--- src/rtl/display_scan_controller.sv ---
// Four-digit common-anode scan driver: double-buffered value, per-digit decode
// (hex / BCD with leading-zero blanking / voltage with dp), registered outputs.
module display_scan_controller #(
  parameter int REFRESH_DIV = 100000
) (
  input  logic        clk,
  input  logic        reset,
  input  logic [15:0] display_value,
  input  logic        value_valid,
  input  logic [1:0]  mode,
  input  logic        blank,
  output logic [3:0]  an,
  output logic [6:0]  seg,
  output logic        dp,
  output logic        frame_done
);
  localparam int CW = (REFRESH_DIV > 2) ? $clog2(REFRESH_DIV) : 1;
  localparam logic [6:0] SEG_DASH  = 7'b0111111;
  localparam logic [6:0] SEG_BLANK = 7'b1111111;

  logic [CW-1:0] cnt;
  logic [1:0]    idx;
  logic [15:0]   pend_val, act_val;
  logic [1:0]    pend_mode, act_mode;
  logic          digit_wrap, frame_wrap;

  assign digit_wrap = (cnt == CW'(REFRESH_DIV - 1));
  assign frame_wrap = digit_wrap && (idx == 2'd3);

  function automatic logic [6:0] hex_glyph(input logic [3:0] n);
    case (n)
      4'h0: hex_glyph = 7'b1000000;
      4'h1: hex_glyph = 7'b1111001;
      4'h2: hex_glyph = 7'b0100100;
      4'h3: hex_glyph = 7'b0110000;
      4'h4: hex_glyph = 7'b0011001;
      4'h5: hex_glyph = 7'b0010010;
      4'h6: hex_glyph = 7'b0000010;
      4'h7: hex_glyph = 7'b1111000;
      4'h8: hex_glyph = 7'b0000000;
      4'h9: hex_glyph = 7'b0010000;
      4'hA: hex_glyph = 7'b0001000;
      4'hB: hex_glyph = 7'b0000011;
      4'hC: hex_glyph = 7'b1000110;
      4'hD: hex_glyph = 7'b0100001;
      4'hE: hex_glyph = 7'b0000110;
      default: hex_glyph = 7'b0001110;
    endcase
  endfunction

  // lz[k]: every nibble from digit 3 down to digit k is zero
  logic [3:0] lz;
  logic [3:0] nib;
  logic [6:0] seg_nx;
  logic       dp_nx;

  always_comb begin
    lz[3] = (act_val[15:12] == 4'h0);
    lz[2] = lz[3] && (act_val[11:8] == 4'h0);
    lz[1] = lz[2] && (act_val[7:4] == 4'h0);
    lz[0] = 1'b0;
    nib    = act_val[{idx, 2'b00} +: 4];
    seg_nx = hex_glyph(nib);
    dp_nx  = 1'b1;
    case (act_mode)
      2'b00: ;
      2'b01: begin
        if (lz[idx])        seg_nx = SEG_BLANK;
        else if (nib > 4'd9) seg_nx = SEG_DASH;
      end
      default: begin
        if (nib > 4'd9) seg_nx = SEG_DASH;
        dp_nx = (idx != 2'd3);
      end
    endcase
  end

  always_ff @(posedge clk) begin
    if (reset) begin
      cnt        <= '0;
      idx        <= 2'd0;
      pend_val   <= '0;
      pend_mode  <= 2'b00;
      act_val    <= '0;
      act_mode   <= 2'b00;
      an         <= 4'b1111;
      seg        <= SEG_BLANK;
      dp         <= 1'b1;
      frame_done <= 1'b0;
    end else begin
      cnt <= digit_wrap ? '0 : cnt + 1'b1;
      if (digit_wrap) idx <= idx + 2'd1;
      if (value_valid) begin
        pend_val  <= display_value;
        pend_mode <= mode;
      end
      // a strobe landing on the frame boundary goes straight to active
      if (frame_wrap) begin
        act_val  <= value_valid ? display_value : pend_val;
        act_mode <= value_valid ? mode : pend_mode;
      end
      frame_done <= frame_wrap;
      an  <= blank ? 4'b1111 : ~(4'b0001 << idx);
      seg <= seg_nx;
      dp  <= dp_nx;
    end
  end
endmodule
--- config.mk ---
export PLATFORM = sky130hd
export DESIGN_NAME = display_scan_controller
export DESIGN_NICKNAME = d
export VERILOG_FILES = /design/src/rtl/display_scan_controller.sv
export SDC_FILE = /design/constraint.sdc
export NUM_CORES = 1
export LEC_CHECK = 0
export ABC_AREA = 0
export BUFFER_PORTS_ARGS = -buffer_cell sky130_fd_sc_hd__buf_2
export CORE_MARGIN = 2
export CORE_UTILIZATION = 60
export CTS_BUF_LIST = sky130_fd_sc_hd__clkbuf_8
export CTS_CLUSTER_DIAMETER = 40
export DETAILED_ROUTE_END_ITERATION = 10
export PLACE_DENSITY = 0.82
export SYNTH_ARGS = -nofsm -noshare
export SYNTH_HDL_FRONTEND = slang
export SYNTH_SLANG_ARGS = --single-unit
--- constraint.sdc ---
create_clock -name clk -period 3.8 [get_ports clk]
set_input_delay 0.38 -clock clk [delete_from_list [all_inputs] [get_ports clk]]
set_output_delay 0.38 -clock clk [all_outputs]
set_load 0.05 [all_outputs]
==> reports/results.ini, run 1 <==
[layout]
final_common_cell=dfxtp_1
area_delta_synth_final_pct=11.3
final_area_um2=3390
drive_gt1_share_pct=20.2
layout_common_cells=68 x dfxtp_1, 36 x nor2_1, 34 x buf_2
diodes=0
nets=369

[sta]
setup_viol=0
hold_viol=0
relSlewSlack_pct=47.1
tightest_slew_ps=793
drv_slew=0
skew_ps=11.4
finalCritPeriodShare_pct=71.1
fmax_mhz=370
rsz0062_at_grt=false
worst_slack_ps=1100
setup_tns_ps=0
timing.final.crit_period_ps=2700

[yosys]
syn_nets=342
synth_cell_types=47
ys_warn_count=0
synth_seq_cells=68
synthTopCellsByArea=dfxtp_1 45%, mux2i_1 8.2%, ha_1 4.5%
yosysTopAreaCell=dfxtp_1
ys_seq_area_share_pct=44.7
synthArstFlopShare_pct=0
yosysTopAreaCellShare_pct=44.7
synth-edff-count=0
synth_ff_type=dfxtp_1
avgSynthCellArea_um2=9.85
syn_area_um2=3040
postSynthCellCount=309

[power]
p_leak_nw=1.24
powerDensity_nw_per_um2=396
p_total_mw=1.34
peakVddDrop_v=0.000310

[routing]
routedWlPerCell_um=14.8
first_pass_iters=4
drt_iter0_markers=127
wl_mm=6.04
drc=0
ant_nets=0
viasPerCell=5.82
dr_total_vias=2374

[global_route]
grt_max_degree=45
grt_pass1_vias=2268
grt_first_pass_wirelength_mm=10.4
grt_antenna_before_repair=0
gr-total-overflow=0
grt.total_usage_pct=24.4

[floorplanning]
dieHeight_um=75.2
start_util_pct=63.2
fp.dieArea_um2=5660
die_w_um=75.2
ios=35
rows=25
core-area_um2=4820

[critical_path]
cp_slowest_cell=dfxtp_1
startpoint_type=flop
worstPathArrival_ps=2900
cp_max_fo=12
max_stage_delay_ps=710
required_ps=4000
cp-end-kind=flop
critPathKind=flop to flop
crit_path_cell_trace=mux4_2, inv_1, ha_1, o211ai_1, a31oi_1, o2111ai_1

[clock_network]
cts_buffers=9
cts.sinks=68
hold_buffers=0
cts_root_buf=clkbuf_8
h-tree-depth=3
clk_latency_ps=350
tritoncts=built
cts.path.max_buffers=2
cts_resized=0
postCtsSetupBuffers=0
clk_pin_slew_worst_paths_ps=80

[place]
gp_congestion=0.929
place_ws_ps=1120
io_buffers=34
place_hpwl_mm=4.17
place_area_um2=3210

[job]
maxCapViolCount=0

[outcome]
status=complete, no violations

[hold_path]
hold_path.class=input port to flop

cell usage after synthesis (2+ instances only):
cell        n
a211oi_1   18
a31oi_1    19
or3_1       3
nor4_1      5
a21oi_1     8
buf_2       6
ha_1       11
o21ai_0     6
nand2_1    10
mux2_2      2
clkbuf_1   10
nand4_1     5
nand3_1    10
o211ai_1    2
o2111ai_1   4
nor2b_1     2
dfxtp_1    68
mux4_2      4
xnor2_1     6
or4_4       2
nor2_1     36
nor3_1      2
mux2i_1    25
inv_1      11
o31ai_1     2
or2_2       2
buf_6       3
xor2_1      5
or4_1       4
per-stage QoR:
stage                     instances  utilization (%)  hold WS [ps]
after floorplan                 309                -           430
after global placement          392             66.6           445
after detailed placement        392             66.6           448
after CTS                       408             70.3           256
after global routing            408             70.3           275
final                           408             70.3           258
final timing paths:
check | from | to | slack (ps) | depth (start not counted)
setup / recovery | idx[0] | seg[5] | 1100 | 6
hold / removal | blank | an[2] | 260 | 3
setup reg to reg | idx[0] | seg[5] | 1100 | 6
hold reg to reg | cnt[0] | cnt[0] | 460 | 1
per-layer routing:
metal  up-vias  global-route usage (%)  share of wire, %
li1       1189                       -                 -
met1      1110                    32.0                45
met2        62                    37.8                48
met3        13                    5.35               5.1
met4         0                    12.5               2.1
met5         -                       0                 0
worst max-delay path, delay by kind of cell, from the launching register on:
kind,cells,cell delay (ps)
AO/OA/AOI/OAI,3,770
flip-flops,1,710
adder cells (fa/ha/maj),1,260
multiplexers,1,640
buffers and inverters,1,170
where the power goes:
group	switching [mW]	total [mW]	internal, mW
Combinational	0.0476	0.0743	0.0267
Sequential	0.00634	0.736	0.730
Clock	0.281	0.532	0.251
Total	0.335	1.34	1.01
cells by family (layout without fill, tap and decap cells):
logic type | after synthesis | after routing | share of synthesized area [%]
simple gates | 91 | 91 | 16.0
fa+ha+maj | 11 | 11 | 4.52
compound gates | 66 | 66 | 14.7
mux | 31 | 31 | 11.9
buf+inv | 31 | 63 | 4.93
xor+xnor | 11 | 11 | 3.17
flops | 68 | 68 | 44.7
cell type report:
type	count	area (um2)
sequential	68	1360
fill	404	1430
multi-input combinational	210	1540
inverter	11	41.3
tap	67	83.8
clock buffer	10	138
timing repair buffer	36	185
clock inverter	6	41.3
flip-flops by register name (all words and copies together), names as in the netlist:
register    flops
act_mode        2
act_val        16
an              4
cnt            17
dp              1
frame_done      1
idx             2
pend_mode       2
pend_val       16
seg             7
No activity file was read; power rests on OpenSTA's default activity.
==> inputs of run 2 (changes only) <==
ABC_AREA = 1   (was 0)
PLACE_DENSITY = 0.81   (was 0.82)
clock period = 2.69 ns   (was 3.8 ns; I/O delays follow)
==> run 2 against run 1 <==
  * Clock skew shrank 1.3 ps
  * First-iteration DRC count is 39% higher
  * Synthesized area increased by 11%
  * Wire length increased by 14%
  * Sequential share of layout area fell by 4.3 points
  * Total power up 57%
  * Clock power grew 78%
  * Via count grew 28%
  * Die area grew 11%
  * Synthesized cell count up 61%
  * Sequential power rose by 41%
  * Flip-flop and latch count stayed put
  * Critical path type unchanged
==> reports/results.ini, run 2 <==
[outcome]
status=complete, no violations

[power]
switchingPower_uw=489
swShare_pct=23.2
pwr-share-clk_pct=45.0
p_leak_nw=1.80
power_frac_seq_pct=49.4
peakVddDrop_v=0.000517
p_comb_share_pct=5.6
powerDensity_nw_per_um2=555
intPower_mw=1.62

[global_route]
grt.total_usage_pct=23.4
grt_max_degree=37
grt_pass1_vias=2666
grt_first_pass_wirelength_mm=11.6
gr-total-overflow=0
grt_antenna_before_repair=0

[sta]
relSlewSlack_pct=59.0
skew_ps=10.1
tightest_slew_ps=614
drv_slew=0
rsz0062_at_grt=false
setup_tns_ps=0
fmax_mhz=488
hold_viol=0
hold_ws_ps=168
setup_viol=0
timing.final.crit_period_ps=2050
finalCritPeriodShare_pct=76.1

[yosys]
postSynthCellCount=496
yosysTopAreaCellShare_pct=40.2
synth-edff-count=0
yosysMostFrequentCell=nand2_1
ys_warn_count=0
syn_area_um2=3390
synth_seq_cells=68
syn_nets=529
synth_ff_type=dfxtp_1
ys_seq_area_share_pct=40.2
synth_common_cells=136 x nand2_1, 72 x inv_1, 71 x nor2_1
avgSynthCellArea_um2=6.83
synthArstFlopShare_pct=0
yosysTopAreaCell=dfxtp_1
synthTopCellsByArea=dfxtp_1 40%, nand2_1 15%, inv_1 8.0%
synth_cell_types=29

[layout]
multi_input_area_um2=1620
largest_register_ffs=17
largest_register=cnt
diodes=0
seqCellArea_um2=1360
final_common_cell=nand2_1
layout_common_cells=136 x nand2_1, 72 x inv_1, 71 x nor2_1
area_delta_synth_final_pct=12.0
drive_gt1_share_pct=13.9
reg_top3=cnt: 17 flops, act_val: 16 flops, pend_val: 16 flops
fill_cells=482
nets=561

[floorplanning]
rows=27
dieHeight_um=79.1
fp.dieArea_um2=6260
start_util_pct=61.9
ios=35
core-area_um2=5470
die_w_um=79.1

[place]
gp_congestion=0.876
io_buffers=34
place_hpwl_mm=4.83

[critical_path]
cp_max_fo=13
required_ps=2910
max_stage_delay_ps=580
critPathKind=flop to flop
critical_path.top_delay_family=simple AND/OR/NAND/NOR gates
worstPathArrival_ps=2270
cp_slowest_cell=dfxtp_1
cp-end-kind=flop
crit_top_cell=nand2_1
crit_path_cell_trace=inv_2, nand2_1, nand3_1, nand2_1, inv_1, ha_1, o21ai_1, nand3_2, nand2_1, nand2_1
critPathBufInv=2
startpoint_type=flop

[clock_network]
postCtsSetupBuffers=0
cts_resized=0
cts_buffers=9
cts.sinks=68
hold_buffers=0
clk_pin_slew_worst_paths_ps=80
tritoncts=built
cts.path.max_buffers=2
h-tree-depth=3
clk_latency_ps=350
cts_root_buf=clkbuf_8

[routing]
dr_total_vias=3039
first_pass_iters=6
drc=0
routedWlPerCell_um=11.4
wl_mm=6.91
drt_iter0_markers=176
viasPerCell=5.02
ant_nets=0

[job]
maxCapViolCount=0

[hold_path]
hold_path.class=input port to flop

## run 2: power by group through the flow
stage / Sequential, mW / Combinational, mW / Clock (mW)
finish: 1.04 / 0.117 / 0.949
global route: 1.04 / 0.134 / 0.996
CTS: 1.04 / 0.118 / 0.956
detailed placement: 1.07 / 0.117 / 0
global placement: 1.06 / 0.115 / 0
floorplan: 1.08 / 0.0661 / 0
## run 2: path summary, 6_finish.rpt
kind,from,end,slack (ps),cells past startpoint
worst max register to register,idx[0],seg[6],640,10
worst min register to register,act_mode[1],dp,440,1
worst max-delay path,idx[0],seg[6],640,10
worst min-delay path,blank,an[0],170,3
## run 2: cell families (layout without fill, tap and decap cells)
kind of cell | after synthesis | count (layout) | share of synthesized area [%]
adders and majority gates | 11 | 11 | 4.06
and+or+nand+nor | 285 | 285 | 37.6
buffers and inverters | 95 | 132 | 12.0
xor gates and xnor gates | 6 | 6 | 1.55
AOI/OAI and AO/OA | 31 | 31 | 4.65
DFF | 68 | 68 | 40.2
## run 2: stage by stage
step	cells	utilization, %	cell area (um2)	power (mW)	setup WS, ps
after floorplan	496	-	3390	1.15	1080
after global placement	589	65.2	3570	1.18	777
after detailed placement	589	65.2	3570	1.18	650
after CTS	605	69.3	3790	2.12	647
after global routing	605	69.3	3790	2.17	422
final	605	69.3	3790	2.11	642
## run 2: worst register-to-register path, stage by stage, from the launching register on
cell	delay, ps
dfxtp_1	580
inv_2	180
nand2_1	120
nand3_1	60
nand2_1	160
inv_1	120
ha_1	250
o21ai_1	150
nand3_2	160
nand2_1	110
nand2_1	50
## run 2: layout make-up
class	instances	area share, %
repair buffers	39	5.47
multi-input cells	333	42.7
clock inverters	6	2.31
clock buffers	10	3.63
flip-flops and latches	68	35.9
inverters	77	7.62
well taps	72	2.37
## run 2: layer usage
layer | up-vias | share of wire, % | track usage, %
li1 | 1601 | - | -
met1 | 1333 | 48 | 30.7
met2 | 95 | 46 | 37.5
met3 | 10 | 5.0 | 4.77
met4 | 0 | 1.4 | 9.66
met5 | - | 0 | 0
==> inputs of run 3 (changes only) <==
CORE_UTILIZATION = 55   (was 60)
PLACE_DENSITY = 0.78   (was 0.81)
clock period = 1.82 ns   (was 2.69 ns; I/O delays follow)
==> run 3 against run 2 <==
  * Clock skew shrank 0.76 ps
  * Total power grew 41%
  * Combinational power grew 50%
  * Register-to-register slack lost 440 ps
  * Setup slack lost 440 ps
  * Clock power grew 33%
  * Largest power group unchanged
  * Critical path depth is the same
  * Critical endpoint is now seg[5]
  * First-iteration DRC count grew 0.57%
  * Die area grew 8.6%
  * Design area grew 1.1%
  * Final cell count grew 1.3%
  * Clock-buffer cell count grew 1
==> reports/results.ini, run 3 (synthesis gave the netlist of run 2 again) <==
[routing]
drt_iter0_markers=177
first_pass_iters=6
wl_mm=6.66
met2_length_mm=3.01
drc=0
wl_met1_mm=3.19
routedWlPerCell_um=10.9
top_layer=met4
route.met3.wl_um=321
viasPerCell=4.90
ant_nets=0
dr_total_vias=3004

[place]
place_ws_ps=27.7
place_hpwl_mm=4.94
gp_congestion=0.874
io_buffers=34

[sta]
finalCritPeriodShare_pct=89.1
timing.final.crit_period_ps=1620
relSlewSlack_pct=67.5
hold_viol=0
hold_ws_ps=81.0
setup_tns_ps=0
tightest_slew_ps=487
fmax_mhz=617
skew_ps=9.37
worst_slack_ps=199
rsz0062_at_grt=false
drv_slew=0
setup_viol=0

[outcome]
status=complete, no violations

[clock_network]
clk_pin_slew_worst_paths_ps=70
cts_buffers=9
h-tree-depth=3
clk_latency_ps=350
postCtsSetupBuffers=0
cts_root_buf=clkbuf_8
hold_buffers=0
tritoncts=built
cts.sinks=68
cts.path.max_buffers=2

[power]
p_leak_nw=1.82
peakVddDrop_v=0.000548
powerDensity_nw_per_um2=775

[critical_path]
cp_slowest_cell=dfxtp_1
worstPathArrival_ps=1850
rr_startpoint=idx[1]
crit_path_cell_trace=inv_2, nand3_1, nand2_1, buf_4, ha_1, nand3b_1, nand2_1, nand2_1, nand2_1, nand3_1
rrSetupSlack_ps=200
max_stage_delay_ps=440
cp_max_fo=8
timing.rr.end=seg[5]
required_ps=2050
critPathKind=flop to flop
startpoint_type=flop
cp-end-kind=flop
crit_top_cell=nand2_1
worstRegToRegCells=10

[layout]
diodes=0
final_util_pct=64.8
largest_register_ffs=17
reg_top3=cnt: 17 flops, act_val: 16 flops, pend_val: 16 flops
drive_gt1_share_pct=14.5
nets=566
layout_common_cells=136 x nand2_1, 74 x inv_1, 71 x nor2_1
largest_register=cnt
final_common_cell=nand2_1
area_delta_synth_final_pct=13.2

[global_route]
grt_max_degree=37
gr-total-overflow=0
grt.total_usage_pct=22.3
grt_first_pass_wirelength_mm=11.6
grt_pass1_vias=2633
grt_antenna_before_repair=0

[hold_path]
hold_depth=3
hold_path.class=input port to flop
hp-start=blank
hold_path_end=an[1]

[floorplanning]
rows=28
fp.dieArea_um2=6800
core-area_um2=5920
die_w_um=82.5
dieHeight_um=82.5
start_util_pct=57.2
ios=35

[job]
maxCapViolCount=0

[run 3: cell types whose count changed in the layout (fill, tap and decap cells not counted), sizes merged]
cell      change
buf           +5
clkinv        -4
clkinvlp      +2
inv           +2
bufinv        -1
clkbuf        +1
[run 3: how the worst max path moves through the flow]
stage,start,end,slack (ps)
floorplan,idx[1],seg[6],210
global placement,idx[0],seg[6],130
detailed placement,idx[0],seg[6],30
CTS,idx[0],seg[6],30
global route,idx[1],seg[6],5
finish,idx[1],seg[5],200
[run 3: critical path, delay by kind of cell, from the launching register on]
kind / cells / cell delay (ps)
AND/OR/NAND/NOR: 7 / 570
buffers and inverters: 2 / 260
flip-flops: 1 / 440
adder cells (fa/ha/maj): 1 / 210
[run 3: cell type report]
cell class,count,area (um2)
clock buffers,11,151
clock inverters,5,52.6
fillers,533,2090
repair buffers,44,262
well taps,75,93.8
multi-input cells,333,1620
inverters,77,289
flip-flops and latches,68,1370
[run 3: power breakdown]
group	total, mW	switching, mW	internal, mW
sequential	1.54	0.0110	1.53
combinational	0.176	0.118	0.0582
clock	1.26	0.560	0.697
[run 3: what timing repair did]
action,CTS,global route
endpoints found under the hold margin,0,0
gates resized for setup,0,3
setup endpoints to repair,0,8
[run 3: through the flow]
| step | std cells | instance area (um2) | total power, mW |
|---|---|---|---|
| 2_1_floorplan | 496 | 3390 | 1.70 |
| 3_3_place_gp | 597 | 3620 | 1.75 |
| 3_5_place_dp | 597 | 3620 | 1.75 |
| 4_1_cts | 613 | 3830 | 3.00 |
| 5_1_grt | 613 | 3830 | 3.09 |
| 6_report | 613 | 3830 | 2.97 |
[run 3: per-layer routing]
layer,track usage (%),up-vias
li1,-,1607
met1,30.6,1293
met2,33.2,90
met3,5.33,14
met4,10.2,0
met5,0,-
